**config.mk**
```make
export PLATFORM = sky130hd
export DESIGN_NAME = ball_motion
export DESIGN_NICKNAME = d
export VERILOG_FILES = /design/src/rtl/pong_pkg.sv /design/src/rtl/ball_motion_axis_bounce.sv /design/src/rtl/ball_motion.sv
export SDC_FILE = /design/constraint.sdc
export NUM_CORES = 1
export LEC_CHECK = 0
export ABC_AREA = 1
export CAP_MARGIN = 15
export CORE_ASPECT_RATIO = 0.9
export CORE_MARGIN = 2
export CORE_UTILIZATION = 52
export CTS_BUF_LIST = sky130_fd_sc_hd__clkbuf_16
export CTS_CLUSTER_SIZE = 16
export DETAILED_ROUTE_END_ITERATION = 10
export GPL_TIMING_DRIVEN = 0
export PLACE_DENSITY = 0.88
export SYNTH_ARGS = -nofsm -noshare
export SYNTH_HDL_FRONTEND = slang
export SYNTH_SLANG_ARGS = --single-unit
```
**constraint.sdc**
```tcl
create_clock -name pixel_clock -period 3.65 [get_ports pixel_clock]
set_clock_uncertainty 0.05 [all_clocks]
set_input_delay 0.365 -clock pixel_clock [delete_from_list [all_inputs] [get_ports pixel_clock]]
set_output_delay 0.365 -clock pixel_clock [all_outputs]
set_load 0.01 [all_outputs]
```
**src/rtl/pong_pkg.sv**
```systemverilog
// Shared pong definitions: screen geometry, colours, ball state encoding and
// the fixed-width types used by the ball physics stage.
package pong_pkg;

   localparam int POSITION_REG_MAX   = 11;
   localparam int GRAPHICS_WIDTH     = 1280;
   localparam int GRAPHICS_HEIGHT    = 800;
   localparam int BORDER_WIDTH       = 50;
   localparam int BALL_RADIUS        = 10;
   localparam int BALL_SPEED         = 6;
   localparam int MAX_SPEED          = 12;
   localparam int PADDLE_WIDTH       = 20;
   localparam int PADDLE_LENGTH      = 200;
   localparam int SERVE_DELAY_FRAMES = 60;
   localparam int MISS_HOLD_FRAMES   = 30;

   localparam int POS_W       = POSITION_REG_MAX + 1;
   localparam int SPEED_W     = 4;
   localparam int FRAME_CNT_W = 7;

   typedef logic [POS_W-1:0]       pos_t;
   typedef logic [POS_W:0]         pos_ext_t;
   typedef logic [SPEED_W-1:0]     speed_t;
   typedef logic [FRAME_CNT_W-1:0] frame_cnt_t;

   typedef enum logic [1:0] {
      IDLE       = 2'd0,
      SERVE_WAIT = 2'd1,
      PLAY       = 2'd2,
      MISSED     = 2'd3
   } ball_state_t;

   // Limits on the ball centre, i.e. the border inset by the ball radius.
   localparam pos_t CENTRE_X = pos_t'(GRAPHICS_WIDTH / 2);
   localparam pos_t CENTRE_Y = pos_t'(GRAPHICS_HEIGHT / 2);
   localparam pos_t X_LO     = pos_t'(BORDER_WIDTH + BALL_RADIUS);
   localparam pos_t X_HI     = pos_t'(GRAPHICS_WIDTH - BORDER_WIDTH - BALL_RADIUS);
   localparam pos_t Y_LO     = pos_t'(BORDER_WIDTH + BALL_RADIUS);
   localparam pos_t Y_HI     = pos_t'(GRAPHICS_HEIGHT - BORDER_WIDTH - BALL_RADIUS);

   localparam pos_ext_t PADDLE_FACE_OFFSET = pos_ext_t'(PADDLE_WIDTH + BALL_RADIUS);
   localparam pos_ext_t PADDLE_SPAN        = pos_ext_t'(PADDLE_LENGTH);

   localparam speed_t     SPEED_INIT  = speed_t'(BALL_SPEED);
   localparam speed_t     SPEED_CEIL  = speed_t'(MAX_SPEED);
   localparam frame_cnt_t SERVE_DELAY = frame_cnt_t'(SERVE_DELAY_FRAMES);
   localparam frame_cnt_t MISS_HOLD   = frame_cnt_t'(MISS_HOLD_FRAMES);

   localparam logic [11:0] COLOUR_BACKGROUND = 12'h000;
   localparam logic [11:0] COLOUR_BORDER     = 12'h888;
   localparam logic [11:0] COLOUR_PADDLE     = 12'h0F0;
   localparam logic [11:0] COLOUR_BALL       = 12'hFFF;

   function automatic logic [7:0] sat_inc8(input logic [7:0] value);
      return (value == 8'hFF) ? value : value + 8'd1;
   endfunction

endpackage

```
**src/rtl/ball_motion_axis_bounce.sv**
```systemverilog
// One axis of ball motion: step by speed, clamp at lo/hi and reverse direction
// when the step would cross a bound.
module axis_bounce
   import pong_pkg::*;
(
   input  logic [POS_W-1:0]   pos,
   input  logic               dir_pos,
   input  logic [SPEED_W-1:0] speed,
   input  logic [POS_W-1:0]   lo,
   input  logic [POS_W-1:0]   hi,
   output logic [POS_W-1:0]   next_pos,
   output logic               next_dir_pos
);

   pos_ext_t reach;
   pos_ext_t lo_guard;

   always_comb begin
      // NOTE: every output gets a default first so no branch can infer a latch.
      reach        = pos_ext_t'(pos) + pos_ext_t'(speed);
      lo_guard     = pos_ext_t'(lo) + pos_ext_t'(speed);
      next_pos     = pos;
      next_dir_pos = dir_pos;
      if (dir_pos) begin
         if (reach > pos_ext_t'(hi)) begin
            next_pos     = hi;
            next_dir_pos = 1'b0;
         end else begin
            next_pos = reach[POS_W-1:0];
         end
      end else begin
         // Guard compared before subtracting so pos never underflows.
         if (pos_ext_t'(pos) < lo_guard) begin
            next_pos     = lo;
            next_dir_pos = 1'b1;
         end else begin
            next_pos = pos - pos_t'(speed);
         end
      end
   end

endmodule

```
**src/rtl/ball_motion.sv**
```systemverilog
// Per-frame ball physics for pong: serve delay, border/paddle bounces, miss
// detection. Optional feature macro: BALL_SPEEDUP_EN (speed +1 per paddle hit).
module ball_motion
   import pong_pkg::*;
(
   input  logic                      pixel_clock,
   input  logic                      reset,
   input  logic                      frame_tick,
   input  logic                      serve,
   input  logic [POSITION_REG_MAX:0] paddle_x,
   input  logic [POSITION_REG_MAX:0] paddle_y,
   output logic [POSITION_REG_MAX:0] ball_x,
   output logic [POSITION_REG_MAX:0] ball_y,
   output logic                      ball_visible,
   output logic                      hit_pulse,
   output logic                      miss_pulse,
   output logic [7:0]                miss_count
);

   ball_state_t state_q, state_d;
   logic        dx_pos, dy_pos;
   speed_t      speed;
   frame_cnt_t  frame_cnt;

   pos_t        x_d, y_d;
   logic        dx_d, dy_d;
   speed_t      speed_d;
   frame_cnt_t  cnt_d;
   logic        vis_d, hit_d, miss_d;
   logic [7:0]  miss_count_d;

   pos_t        x_next, y_next;
   logic        x_dir_next, y_dir_next;
   pos_ext_t    paddle_face;
   logic        paddle_hit, at_left_wall;

   // The x instance only supplies the right-border bounce; the left side is
   // resolved below by the paddle and miss rules.
   axis_bounce u_axis_x (
      .pos          (ball_x),
      .dir_pos      (dx_pos),
      .speed        (speed),
      .lo           (X_LO),
      .hi           (X_HI),
      .next_pos     (x_next),
      .next_dir_pos (x_dir_next)
   );

   axis_bounce u_axis_y (
      .pos          (ball_y),
      .dir_pos      (dy_pos),
      .speed        (speed),
      .lo           (Y_LO),
      .hi           (Y_HI),
      .next_pos     (y_next),
      .next_dir_pos (y_dir_next)
   );

   // Hit window written without subtraction: face <= x <= face + speed.
   assign paddle_face  = pos_ext_t'(paddle_x) + PADDLE_FACE_OFFSET;
   assign paddle_hit   = (pos_ext_t'(ball_x) >= paddle_face)
                      && (pos_ext_t'(ball_x) <= paddle_face + pos_ext_t'(speed))
                      && (pos_ext_t'(y_next) >= pos_ext_t'(paddle_y))
                      && (pos_ext_t'(y_next) <= pos_ext_t'(paddle_y) + PADDLE_SPAN);
   assign at_left_wall = pos_ext_t'(ball_x) < pos_ext_t'(X_LO) + pos_ext_t'(speed);

   always_comb begin
      state_d      = state_q;
      x_d          = ball_x;
      y_d          = ball_y;
      dx_d         = dx_pos;
      dy_d         = dy_pos;
      speed_d      = speed;
      cnt_d        = frame_cnt;
      vis_d        = ball_visible;
      hit_d        = 1'b0;
      miss_d       = 1'b0;
      miss_count_d = miss_count;

      unique case (state_q)
         IDLE: begin
            if (serve) begin
               state_d = SERVE_WAIT;
               cnt_d   = '0;
               speed_d = SPEED_INIT;
            end
         end

         SERVE_WAIT: begin
            if (frame_tick) begin
               cnt_d = frame_cnt + frame_cnt_t'(1);
               if (cnt_d == SERVE_DELAY) state_d = PLAY;
            end
         end

         PLAY: begin
            if (frame_tick) begin
               y_d  = y_next;
               dy_d = y_dir_next;
               if (dx_pos) begin
                  x_d  = x_next;
                  dx_d = x_dir_next;
               end else if (paddle_hit) begin
                  x_d   = paddle_face[POS_W-1:0];
                  dx_d  = 1'b1;
                  hit_d = 1'b1;
`ifdef BALL_SPEEDUP_EN
                  speed_d = (speed >= SPEED_CEIL) ? SPEED_CEIL : speed + speed_t'(1);
`endif
               end else if (at_left_wall) begin
                  state_d      = MISSED;
                  y_d          = ball_y;
                  dy_d         = dy_pos;
                  cnt_d        = '0;
                  vis_d        = 1'b0;
                  miss_d       = 1'b1;
                  miss_count_d = sat_inc8(miss_count);
               end else begin
                  x_d = ball_x - pos_t'(speed);
               end
            end
         end

         MISSED: begin
            if (frame_tick) begin
               cnt_d = frame_cnt + frame_cnt_t'(1);
               if (cnt_d == MISS_HOLD) begin
                  state_d = IDLE;
                  x_d     = CENTRE_X;
                  y_d     = CENTRE_Y;
                  dx_d    = 1'b0;
                  dy_d    = 1'b1;
                  speed_d = SPEED_INIT;
                  vis_d   = 1'b1;
               end
            end
         end

         default: state_d = IDLE;
      endcase
   end

   always_ff @(posedge pixel_clock) begin
      // NOTE: registers use <= so every one samples its pre-edge inputs.
      if (reset) begin
         state_q      <= IDLE;
         ball_x       <= CENTRE_X;
         ball_y       <= CENTRE_Y;
         dx_pos       <= 1'b0;
         dy_pos       <= 1'b1;
         speed        <= SPEED_INIT;
         frame_cnt    <= '0;
         ball_visible <= 1'b1;
         hit_pulse    <= 1'b0;
         miss_pulse   <= 1'b0;
         miss_count   <= '0;
      end else begin
         state_q      <= state_d;
         ball_x       <= x_d;
         ball_y       <= y_d;
         dx_pos       <= dx_d;
         dy_pos       <= dy_d;
         speed        <= speed_d;
         frame_cnt    <= cnt_d;
         ball_visible <= vis_d;
         hit_pulse    <= hit_d;
         miss_pulse   <= miss_d;
         miss_count   <= miss_count_d;
      end
   end

endmodule

```
==> results.json <==
{
  "outcome": "finished with violations",
  "violations": "setup timing",
  "top_layer_used": "met4",
  "vdd_drop_max_v": 0.000544,
  "power_density_nw_per_um2": 620,
  "area_delta_synth_final_pct": 43.3,
  "n_antenna_cell": 0,
  "routed_wl_um": 19500,
  "cap_violations": 0,
  "crit_top_cell": "nand2_1",
  "grt_max_degree": 14,
  "placementRows": 34,
  "fin_nets": 1086,
  "worst_pin_slew_ns": 0.709,
  "clock-sinks": 46,
  "synth_area_leaders": "dfxtp_1 17%, nand2_1 15%, ha_1 14%, inv_1 8.3%, nor2_1 6.8%",
  "vias": 6644,
  "drt_iter0_drc": 593,
  "drc": 0,
  "start_util": 0.539,
  "whs_ns": 0.467,
  "min_period_ns": 4.34,
  "worst_slack_ns": -0.689,
  "firstDrtPassIters": 5,
  "start_kind": "flop",
  "synth_nets": 945,
  "yosys.area.top_type": "dfxtp_1",
  "die_h_um": 99.5,
  "gp_congestion": 0.952,
  "synth-edff-count": 0,
  "ys_seq_area_frac": 0.175,
  "ioPinCount": 63,
  "core_sq_um": 9780,
  "track_usage": 0.307,
  "syn_area_sq_um": 5270,
  "slew_headroom": 0.527,
  "setup_viol": 46,
  "synth.top_cells.by_count": "215 x nand2_1, 117 x inv_1, 96 x nor2_1",
  "grt_pass1_wl_um": 27200,
  "hpwlAfterDp_um": 10800,
  "overflow": 0,
  "slowest_stage": "dfxtp_4",
  "cts_root_buf": "clkbuf_16",
  "cp.arrival_ns": 4.49,
  "clkTransAtPathRegs_ns": 0.07,
  "max_freq_mhz": 230,
  "clockBufferDepth": 2,
  "ys.flop_type": "dfxtp_1",
  "p_leak_uw": 0.00333,
  "hold_path.class": "flop to flop",
  "route.met2.wl_um": 9450,
  "period_share": 1.19,
  "async_reset_ff_frac": 0,
  "hold_buffers": 0,
  "synthCells": 857,
  "grt_pass1_vias": 5915,
  "via_per_inst": 5.91,
  "post_drt_wl_per_cell_um": 17.4,
  "tritoncts": "yes",
  "max_stage_delay_ns": 0.36,
  "yosysWarnings": 0,
  "ys_ff_latch": 46,
  "io_buffers": 62,
  "antenna_found_initial": 0,
  "finalHoldViolCount": 0,
  "slew_violations": 0,
  "endpoint_kind": "flop",
  "ys_types": 41,
  "crit_type": "flop to flop",
  "htreeDepth": 2,
  "avgSynthCellArea_sq_um": 6.15,
  "wl_met1_um": 7230,
  "setup_tns_ns": -25.74,
  "crit_path_max_fanout": 5,
  "drive_gt1_frac": 0.253,
  "cts_made_buffers": 5,
  "clock_latency_ns": 0.30,
  "worstPathRequired_ns": 3.80,
  "synth_top_area_frac": 0.175,
  "wl_met3_um": 1720,
  "antenna_left": 0,
  "die_x_um": 110,
  "rsz0062_at_grt": "yes",
  "dieArea_sq_um": 11000,
  "synth.most_common_cell": "nand2_1"
}
cell type report:
cell class	count	area, sq um
repair buffers	134	1250
inverters	123	475
well taps	126	158
fillers	636	2230
clock inverters	2	10.0
multi-input cells	669	4470
flip-flops and latches	46	933
clock buffers	5	125
plain buffers	19	131
placed cells by master (no fill, tap or decap), types with 3 or more instances in the layout:
master / n
nand4_1: 27
inv_1: 106
nand3b_1: 5
nor2_1: 82
clkbuf_16: 5
nor2_4: 9
nor2_2: 13
o21ai_0: 19
buf_6: 26
nand2_1: 190
nand3_1: 46
nand2_2: 26
nand3_4: 5
clkbuf_1: 10
nor3_2: 8
a211oi_1: 3
dfxtp_1: 40
ha_4: 11
nor3_1: 14
o21ai_1: 9
nand2_4: 12
buf_4: 52
o211ai_1: 4
inv_2: 11
clkdlybuf4s50_1: 61
xor2_1: 27
o21ai_2: 7
ha_1: 49
xnor2_1: 6
nand3_2: 11
dfxtp_2: 4
a21oi_2: 22
a21oi_4: 3
a21oi_1: 34
worst paths after layout:
check                                           startpoint                    endpoint  slack [ns]  cells past startpoint
worst min register to register  miss_count[4]$_SDFFE_PP0P_  miss_count[4]$_SDFFE_PP0P_        0.47                      2
worst max register to register      ball_y[1]$_SDFFE_PP0P_  miss_count[3]$_SDFFE_PP0P_       -0.69                     28
worst min-delay path            miss_count[4]$_SDFFE_PP0P_  miss_count[4]$_SDFFE_PP0P_        0.47                      2
worst max-delay path                ball_y[1]$_SDFFE_PP0P_  miss_count[3]$_SDFFE_PP0P_       -0.69                     28
what timing repair did:
action                     4_1_cts  5_1_grt
resized for setup              109       97
setup endpoints to repair       46       46
buffers inserted                49       24
gates cloned                     3        0
hold endpoints to repair         0        0
pin swaps                       28       51
logic make-up after synthesis:
| kind of cell | synth area share |
|---|---|
| simple gates | 0.383 |
| buf+inv | 0.105 |
| compound gates | 0.131 |
| fa+ha+maj | 0.142 |
| flops | 0.175 |
| xor+xnor | 0.0629 |
through the flow:
| step | total power (uW) | cell area (sq um) | instances | setup WS [ns] | utilization |
|---|---|---|---|---|---|
| 2_1_floorplan | 2380 | 5280 | 857 | 0.0287 | - |
| 5_1_grt | 4950 | 7560 | 1124 | -0.803 | 0.772 |
| 3_5_place_dp | 2980 | 6060 | 1045 | -0.975 | 0.619 |
| 3_3_place_gp | 2930 | 6060 | 1045 | -0.818 | 0.619 |
| 6_report | 4680 | 7560 | 1124 | -0.689 | 0.772 |
| 4_1_cts | 3950 | 6970 | 1101 | -0.264 | 0.712 |
layer usage:
metal  global-route usage  vias up
li1                     -     3083
met1                0.389     2973
met2                0.514      461
met3               0.0439      127
met4                0.137        0
met5                    0        -
report_power, final:
| group | switching [uW] | internal [uW] | leakage (uW) |
|---|---|---|---|
| Combinational | 1950 | 1440 | 0.00288 |
| Sequential | 193 | 627 | 0.000375 |
| Clock | 218 | 249 | 0.0000694 |
| Total | 2360 | 2320 | 0.00333 |
critical path, delay by kind of cell (launching register included):
family	cells	cell delay, ns
compound gates	5	0.81
fa+ha+maj	2	0.51
buf+inv	7	0.73
flops	1	0.36
simple gates	14	1.78
sequential cells by signal, summed over array words and instances, names as in the netlist:
name / count
miss_count: 8
frame_cnt: 7
dx_pos: 1
state_q: 2
dy_pos: 1
ball_y: 12
ball_x: 12
ball_visible: 1
miss_pulse: 1
hit_pulse: 1
No activity file was read; power rests on OpenSTA's default activity.
